## src/rtl/joystick_adc_sampler.sv

```systemverilog
// XADC DRP master for the joystick: after each end-of-conversion it reads the X and Y
// auxiliary channels and publishes them together as one coherent 12-bit pair.
module joystick_adc_sampler #(
    parameter logic [6:0]  X_ADDR  = 7'h16,
    parameter logic [6:0]  Y_ADDR  = 7'h1E,
    parameter int unsigned TIMEOUT = 255
) (
    input  logic        clk,
    input  logic        reset,
    input  logic        eoc,
    output logic        den,
    output logic [6:0]  daddr,
    output logic        dwe,
    input  logic        drdy,
    input  logic [15:0] do_in,
    output logic [11:0] adc_x_value,
    output logic [11:0] adc_y_value,
    output logic        sample_valid,
    output logic        busy,
    output logic        timeout_err
);

    localparam int unsigned ADDR_W = 7;
    localparam int unsigned DATA_W = 12;
    localparam int unsigned CNT_W  = 8;
    localparam logic [CNT_W-1:0] CNT_LIMIT = CNT_W'(TIMEOUT - 1);

    typedef enum logic [2:0] {
        S_IDLE,
        S_REQ_X,
        S_WAIT_X,
        S_REQ_Y,
        S_WAIT_Y,
        S_UPDATE
    } state_t;

    state_t              state_q, state_d;
    logic                pending_q, pending_d;
    logic [CNT_W-1:0]    cnt_q, cnt_d, cnt_inc;
    logic [DATA_W-1:0]   x_tmp_q, x_tmp_d;
    logic [DATA_W-1:0]   adc_x_d, adc_y_d;
    logic                den_d, sample_valid_d, busy_d, timeout_err_d;
    logic [ADDR_W-1:0]   daddr_d;
    logic                unused_nibble;

    // The low nibble of the DRP word carries no sample data.
    assign unused_nibble = ^do_in[3:0];
    assign dwe = 1'b0;

    // Next-state, capture and timeout decisions; outputs are decoded from the next state
    // so the registered outputs line up with the state they describe.
    always_comb begin
        state_d       = state_q;
        pending_d     = pending_q;
        cnt_d         = cnt_q;
        x_tmp_d       = x_tmp_q;
        adc_x_d       = adc_x_value;
        adc_y_d       = adc_y_value;
        timeout_err_d = timeout_err;
        cnt_inc       = (cnt_q == '1) ? cnt_q : cnt_q + CNT_W'(1);

        if (eoc && (state_q != S_IDLE)) begin
            pending_d = 1'b1;
        end

        case (state_q)
            S_IDLE: begin
                if (eoc || pending_q) begin
                    state_d   = S_REQ_X;
                    pending_d = 1'b0;
                end
            end
            S_REQ_X: begin
                state_d = S_WAIT_X;
                cnt_d   = '0;
            end
            S_WAIT_X: begin
                cnt_d = cnt_inc;
                if (drdy) begin
                    x_tmp_d = do_in[15:4];
                    state_d = S_REQ_Y;
                end else if (cnt_inc == CNT_LIMIT) begin
                    timeout_err_d = 1'b1;
                    state_d       = S_IDLE;
                end
            end
            S_REQ_Y: begin
                state_d = S_WAIT_Y;
                cnt_d   = '0;
            end
            S_WAIT_Y: begin
                cnt_d = cnt_inc;
                if (drdy) begin
                    // Publish the pair on entry to UPDATE so it appears with sample_valid.
                    adc_x_d = x_tmp_q;
                    adc_y_d = do_in[15:4];
                    state_d = S_UPDATE;
                end else if (cnt_inc == CNT_LIMIT) begin
                    timeout_err_d = 1'b1;
                    state_d       = S_IDLE;
                end
            end
            S_UPDATE: begin
                state_d = S_IDLE;
            end
            default: begin
                state_d = S_IDLE;
            end
        endcase

        den_d          = (state_d == S_REQ_X) || (state_d == S_REQ_Y);
        daddr_d        = (state_d == S_REQ_X) ? X_ADDR :
                         (state_d == S_REQ_Y) ? Y_ADDR : '0;
        busy_d         = (state_d != S_IDLE);
        sample_valid_d = (state_d == S_UPDATE);
    end

    // State and output registers.
    always_ff @(posedge clk or negedge reset) begin
        if (!reset) begin
            state_q      <= S_IDLE;
            pending_q    <= 1'b0;
            cnt_q        <= '0;
            x_tmp_q      <= '0;
            den          <= 1'b0;
            daddr        <= '0;
            adc_x_value  <= '0;
            adc_y_value  <= '0;
            sample_valid <= 1'b0;
            busy         <= 1'b0;
            timeout_err  <= 1'b0;
        end else begin
            state_q      <= state_d;
            pending_q    <= pending_d;
            cnt_q        <= cnt_d;
            x_tmp_q      <= x_tmp_d;
            den          <= den_d;
            daddr        <= daddr_d;
            adc_x_value  <= adc_x_d;
            adc_y_value  <= adc_y_d;
            sample_valid <= sample_valid_d;
            busy         <= busy_d;
            timeout_err  <= timeout_err_d;
        end
    end

endmodule

```

## config.mk

```make
export PLATFORM = sky130hd
export DESIGN_NAME = joystick_adc_sampler
export DESIGN_NICKNAME = d
export VERILOG_FILES = /design/src/rtl/joystick_adc_sampler.sv
export SDC_FILE = /design/constraint.sdc
export NUM_CORES = 1
export LEC_CHECK = 0
export CAP_MARGIN = 15
export CORE_AREA = 2 2 74 76
export DETAILED_ROUTE_END_ITERATION = 6
export DIE_AREA = 0 0 76 78
export PLACE_DENSITY_LB_ADDON = 0.05
export SLEW_MARGIN = 10
export SYNTH_ARGS = -nofsm -noshare
export SYNTH_HDL_FRONTEND = slang
export SYNTH_SLANG_ARGS = --single-unit
```

## constraint.sdc

```tcl
create_clock -name clk -period 2.3 [get_ports clk]
set_input_delay 0.345 -clock clk [delete_from_list [all_inputs] [get_ports clk]]
set_output_delay 0.345 -clock clk [all_outputs]
set_load 0.05 [all_outputs]
```

==> results of run 1 <==
report_power, final:
part	internal, mW	total (mW)	switching, mW
sequential	1.32	1.54	0.226
combinational	0.927	2.37	1.44
clock	0.327	0.626	0.299
total	2.57	4.53	1.97
worst max-delay path, cell delays in order, from the launching register on:
cell and delay, ns:
dfrtp_1 0.47, ha_1 0.20, and4_1 0.33, and4b_1 0.22, o211ai_1 0.13, or2_1 0.29
a22o_1 0.23
per-stage QoR:
| stage | area (um^2) | util | total power [mW] | setup WS [ns] |
|---|---|---|---|---|
| CTS | 3119 | 0.6186 | 4.580 | 0.3363 |
| global placement | 2998 | 0.5945 | 3.904 | 0.3497 |
| global route | 3119 | 0.6186 | 4.809 | 0.1717 |
| detailed placement | 2998 | 0.5945 | 3.948 | 0.3641 |
| finish | 3119 | 0.6186 | 4.535 | 0.3094 |
| floorplan | 2490 | - | 3.213 | 0.4263 |
cells in the mapped netlist:
cell type and number:
a211oi_1 1, a21boi_0 2, a21o_1 2, a21oi_1 10, a221oi_1 2, a22o_1 2
a2bb2oi_1 1, a311oi_1 1, a31oi_1 5, a32oi_1 1, and3_1 2, and4_1 2
and4b_1 1, and4bb_2 1, buf_2 6, buf_4 10, clkbuf_1 6, clkbuf_2 1
conb_1 1, dfrtp_1 53, ha_1 1, inv_1 1, mux2_2 36, mux2i_1 1
nand2_1 9, nand2b_1 5, nand3_1 9, nor2_1 17, nor2b_1 4, nor3_1 4
nor3b_1 2, nor3b_2 1, nor4_1 1, o211ai_1 3, o21a_1 1, o21ai_0 6
o21bai_1 2, o22a_1 1, o41ai_1 1, or2_1 1
flip-flops by register name (all words and copies together) (netlist names):
name          cells
daddr             2
adc_x_value      12
state_q           3
cnt_q             8
pending_q         1
adc_y_value      12
x_tmp_q          12
sample_valid      1
timeout_err       1
busy              1
layout by cell type, fill, tap and decap left out, types with 2 or more instances in the layout:
| master | n |
|---|---|
| a21boi_0 | 2 |
| a21o_1 | 2 |
| a21oi_1 | 10 |
| a221oi_1 | 2 |
| a22o_1 | 2 |
| a31oi_1 | 5 |
| and3_1 | 2 |
| and4_1 | 2 |
| buf_4 | 9 |
| clkbuf_8 | 5 |
| clkdlybuf4s50_1 | 46 |
| conb_1 | 4 |
| dfrtp_1 | 53 |
| mux2_2 | 36 |
| nand2_1 | 9 |
| nand2b_1 | 5 |
| nand3_1 | 9 |
| nor2_1 | 17 |
| nor2b_1 | 4 |
| nor3_1 | 4 |
| nor3b_1 | 2 |
| o211ai_1 | 3 |
| o21ai_0 | 6 |
| o21bai_1 | 2 |
kinds of logic (layout without fill, tap and decap cells):
group           after synthesis  in the layout  synth area share
simple gates                 59             59            0.1257
flops                        53             53            0.5351
compound gates               41             41            0.1100
mux                          37             37            0.1676
buf+inv                      24             67           0.05502
fa+ha+maj                     1              1          0.005047
other cells                   1              4          0.001513
timing repair:
action,4_1_cts,5_1_grt
endpoints found under the hold margin,7,0
setup buffers,0,0
hold buffers,1,0
layout make-up:
class	instances	area [um^2]
Inverter	1	3.754
Timing Repair Buffer	58	563.0
Tap cell	70	87.58
Clock buffer	6	72.57
Fill cell	412	1923
Sequential cell	53	1326
Multi-Input combinational cell	142	1027
Clock inverter	2	38.79
per-layer routing:
metal	global-route usage	vias up
li1	-	846
met1	0.2441	873
met2	0.2884	55
met3	0.04651	9
met4	0.07455	0
met5	0	-
path summary, 6_finish.rpt:
| path | startpoint | end | cells after the start |
|---|---|---|---|
| min | timeout_err | timeout_err | 1 |
| max in group asynchronous | reset | cnt_q[6] | 3 |
| min reg2reg | timeout_err | timeout_err | 1 |
| min in group asynchronous | reset | adc_x_value[6] | 2 |
| max reg2reg | cnt_q[1] | state_q[2] | 6 |
| max | cnt_q[1] | state_q[2] | 6 |
==> flow_summary.yaml, run 1 <==
clock_network:
  htree_levels: 2
  cts_root_buf: "clkbuf_8"
  clk_pin_slew_ns: 0.09
  clock_latency_ns: 0.30
  cts_buffers: 5
  cts_buffer_depth: 2
  cts_sinks: 53
  tritoncts: "done"
  cts_resized: 0
sta:
  finalSetupTns_ns: 0
  hold_ws_ns: 0.4989
  drv_slew: 0
  finClkSkew_ns: 0.004243
  setup-violations-final: 0
  relSlewSlack: 0.6500
  finalCriticalPeriod_ns: 1.991
  fmax_mhz: 502.4
  finalCritPeriodShare: 0.8655
  hold_violations: 0
  rsz0062_at_grt: "false"
  tightestPinTransition_ns: 0.5234
min_path:
  holdCritPathClass: "reg -> reg"
status:
  status: "finished clean"
placed_design:
  port_buffers: 47
  place_congestion: 0.9288
  dpl.hpwl_mm: 3.545
  placed_cells: 323
cells_and_area:
  layout-drive-gt1-share: 0.2137
  fin_nets: 282
  final_cells: 332
  diodes: 0
  area.growth.synth_to_final_pct: 25.85
drt:
  vias: 1783
  drt_iter0_drc: 123
  drt.antenna.violating_nets: 0
  dr.pass1.iters: 4
  drt-total-wl_mm: 4.879
  top_layer: "met4"
  dr_wl_met3_um: 257
  wire_per_inst_um: 14.70
  viasPerCell: 5.370
  met2_length_mm: 2.273
  drc: 0
  met1Wirelength_mm: 2.262
run:
  drv_cap: 0
critical_path:
  crit_fanout: 8
  worstSetupPathType: "reg -> reg"
  cp.required_ns: 2.50
  startpoint_type: "flop"
  ff2ff_setup_slack_ns: 0.31
  arrival_ns: 2.19
  worstSetupEndpointType: "flop"
synthesis:
  synthCells: 216
  syn_avg_cell_area_um2: 11.48
  synth_warnings: 0
  synth_top_area_share: 0.5351
  synth_area_leaders: "dfrtp_1 54%, mux2_2 16%, buf_4 3.0%"
  synth_top_area_cell: "dfrtp_1"
  ys_ff_latch: 53
  synth_seq_area_share: 0.5351
  mappedNetlistArea_um2: 2479
  yosysUniqueCellTypes: 40
die:
  coreArea_um2: 5042
  initial_utilization: 0.4916
  die_h_um: 78
  rows: 26
  io_pins: 56
  fp.dieArea_um2: 5928
  die_w_um: 76
pwr:
  pwr_density_cell_nw_per_um2: 1454
  ir_worst_vdd_mv: 0.6685
  leakagePower_nw: 1.310
grt:
  grt_max_degree: 26
  antenna_found_initial: 0
  grt_pass1_wl_mm: 8.783
  grt_pass1_vias: 1820
  grt_usage: 0.1832
  grt-ovfl-total: 0
Note: power is estimated with default switching activity, not from simulation.
==> run 2, diff against run 1 <==
- CORE_AREA: 2 2 74 76 -> 2 2 73 75
- CTS_BUF_LIST: unset -> sky130_fd_sc_hd__clkbuf_8
- DIE_AREA: 0 0 76 78 -> 0 0 75 77
- TNS_END_PERCENT: unset -> 1
==> run 2 against run 1 <==
Sequential share of layout area increased by 0.55 points. Register-to-register slack got worse by 0.03 ns. First-iteration DRC count decreased by 50%. Utilization about the same. Critical path type unchanged. Largest power group unchanged.
==> flow_summary.yaml, run 2 (synthesized netlist as in run 1, its figures left out) <==
status:
  status: "finished clean"
critical_path:
  crit_chain: "ha_1 > and4_1 > and4b_1 > o211ai_1 > or2_1 > a22o_1"
  rr_startpoint: "cnt_q[0]"
  worstSetupEndpointType: "flop"
  arrival_ns: 2.21
  ff2ff_setup_slack_ns: 0.28
  worstSetupPathType: "reg -> reg"
  crit_end: "state_q[2]"
  cp.required_ns: 2.49
  crit_fanout: 10
  slowest_delay_ns: 0.50
  r2r_cells: 6
  cp_slowest_cell: "dfrtp_1"
  path_delay_family: "simple AND/OR/NAND/NOR gates"
  r2r-end: "state_q[2]"
  crit_buf_inv: 0
  cp_num_cells: 6
  startpoint_type: "flop"
  setup.worst_path.start: "cnt_q[0]"
min_path:
  holdCritPathClass: "in -> async"
sta:
  drv_slew: 0
  finalCriticalPeriod_ns: 2.023
  hold_ws_ns: 0.4568
  relSlewSlack: 0.6131
  finClkSkew_ns: 0.01680
  fmax_mhz: 494.3
  rsz0062_at_grt: "false"
  finalSetupTns_ns: 0
  finalCritPeriodShare: 0.8797
  setup-violations-final: 0
  hold_violations: 0
  tightestPinTransition_ns: 0.5803
drt:
  dr.pass1.iters: 4
  wire_per_inst_um: 13.98
  drt-total-wl_mm: 4.613
  drc: 0
  drt.antenna.violating_nets: 0
  drt_iter0_drc: 61
  viasPerCell: 5.285
  vias: 1744
cells_and_area:
  area.growth.synth_to_final_pct: 24.23
  final_common_cell: "dfrtp_1"
  reg_top3: "adc_x_value x12, adc_y_value x12, x_tmp_q x12"
  fin_nets: 280
  layout-drive-gt1-share: 0.2077
  n_fill_cell: 430
  layout_common_cells: "53 x dfrtp_1, 46 x clkdlybuf4s50_1, 36 x mux2_2, 17 x nor2_1, 10 x a21oi_1"
  diodes: 0
clock_network:
  tritoncts: "done"
  holdBufCountCts: 1
  cts_buffer_depth: 2
  htree_levels: 2
  cts_setup_buffers: 0
  cts_root_buf: "clkbuf_8"
  cts_resized: 0
  clk_pin_slew_ns: 0.10
  cts_sinks: 53
  clock_latency_ns: 0.31
  cts_buffers: 5
die:
  die_h_um: 77
  fp.dieArea_um2: 5775
  die_w_um: 75
  initial_utilization: 0.4980
  rows: 26
  coreArea_um2: 4977
  io_pins: 56
pwr:
  pwr_density_cell_nw_per_um2: 1428
  leakagePower_nw: 1.294
  ir_worst_vdd_mv: 0.7102
grt:
  grt_max_degree: 26
  antenna_found_initial: 0
  grt_pass1_wl_mm: 7.921
  grt_pass1_vias: 1643
  grt_usage: 0.1747
  grt-ovfl-total: 0
placed_design:
  port_buffers: 47
  dpl.hpwl_mm: 3.362
  place_congestion: 0.8752
run:
  drv_cap: 0
-- run 2: changes by cell type in the layout (fill, tap and decap cells not counted) --
cell and change:
inv_6 +1, clkinv_2 +1, clkbuf_1 -1, clkinv_4 -1, bufinv_16 -1, inv_1 +1
buf_4 -2
-- run 2: power breakdown --
group | switching (mW) | internal (mW)
logic | 1.39 | 0.908
clock network | 0.297 | 0.213
registers | 0.272 | 1.32
-- run 2: per-layer routing --
layer | vias to the layer above | global-route usage | wire length (um)
li1 | 853 | - | -
met1 | 832 | 0.2695 | 2262
met2 | 53 | 0.2482 | 2078
met3 | 6 | 0.03811 | 218
met4 | 0 | 0.04643 | 55
met5 | - | 0 | 0
-- run 2: metrics by stage --
| step | worst slack (ns) | utilization | instances | total power [mW] | cell area, um^2 |
|---|---|---|---|---|---|
| final | 0.2767 | 0.6187 | 330 | 4.398 | 3079 |
| after global routing | 0.1568 | 0.6187 | 330 | 4.665 | 3079 |
| after CTS | 0.2910 | 0.6187 | 330 | 4.445 | 3079 |
| after detailed placement | 0.3214 | 0.5993 | 321 | 3.926 | 2983 |
| after global placement | 0.3409 | 0.5993 | 321 | 3.890 | 2983 |
| after floorplan | 0.4263 | - | 219 | 3.213 | 2490 |
-- run 2: worst min-delay path by stage --
stage | depth (start not counted) | end | slack, ns
floorplan | 0 | adc_x_value[0] | 0.05
global placement | 1 | adc_x_value[3] | 0.26
detailed placement | 1 | timeout_err | 0.26
CTS | 2 | state_q[0] | 0.46
global route | 2 | state_q[0] | 0.50
finish | 2 | cnt_q[3] | 0.46
-- run 2: final cells by class --
class / count / area, um^2 / share of cell area
Sequential cell: 53 / 1326 / 0.4307
Clock buffer: 5 / 68.82 / 0.02235
Tap cell: 70 / 87.58 / 0.02844
Multi-Input combinational cell: 142 / 1027 / 0.3336
Inverter: 1 / 3.754 / 0.001219
Timing Repair Buffer: 56 / 548.0 / 0.1780
Clock inverter: 3 / 17.52 / 0.005689
==> run 3, diff against run 2 <==
- SLEW_MARGIN: 10 -> 5
==> results of run 3 <==
No change in the layout: final DEF, timing and power equal those of run 2.
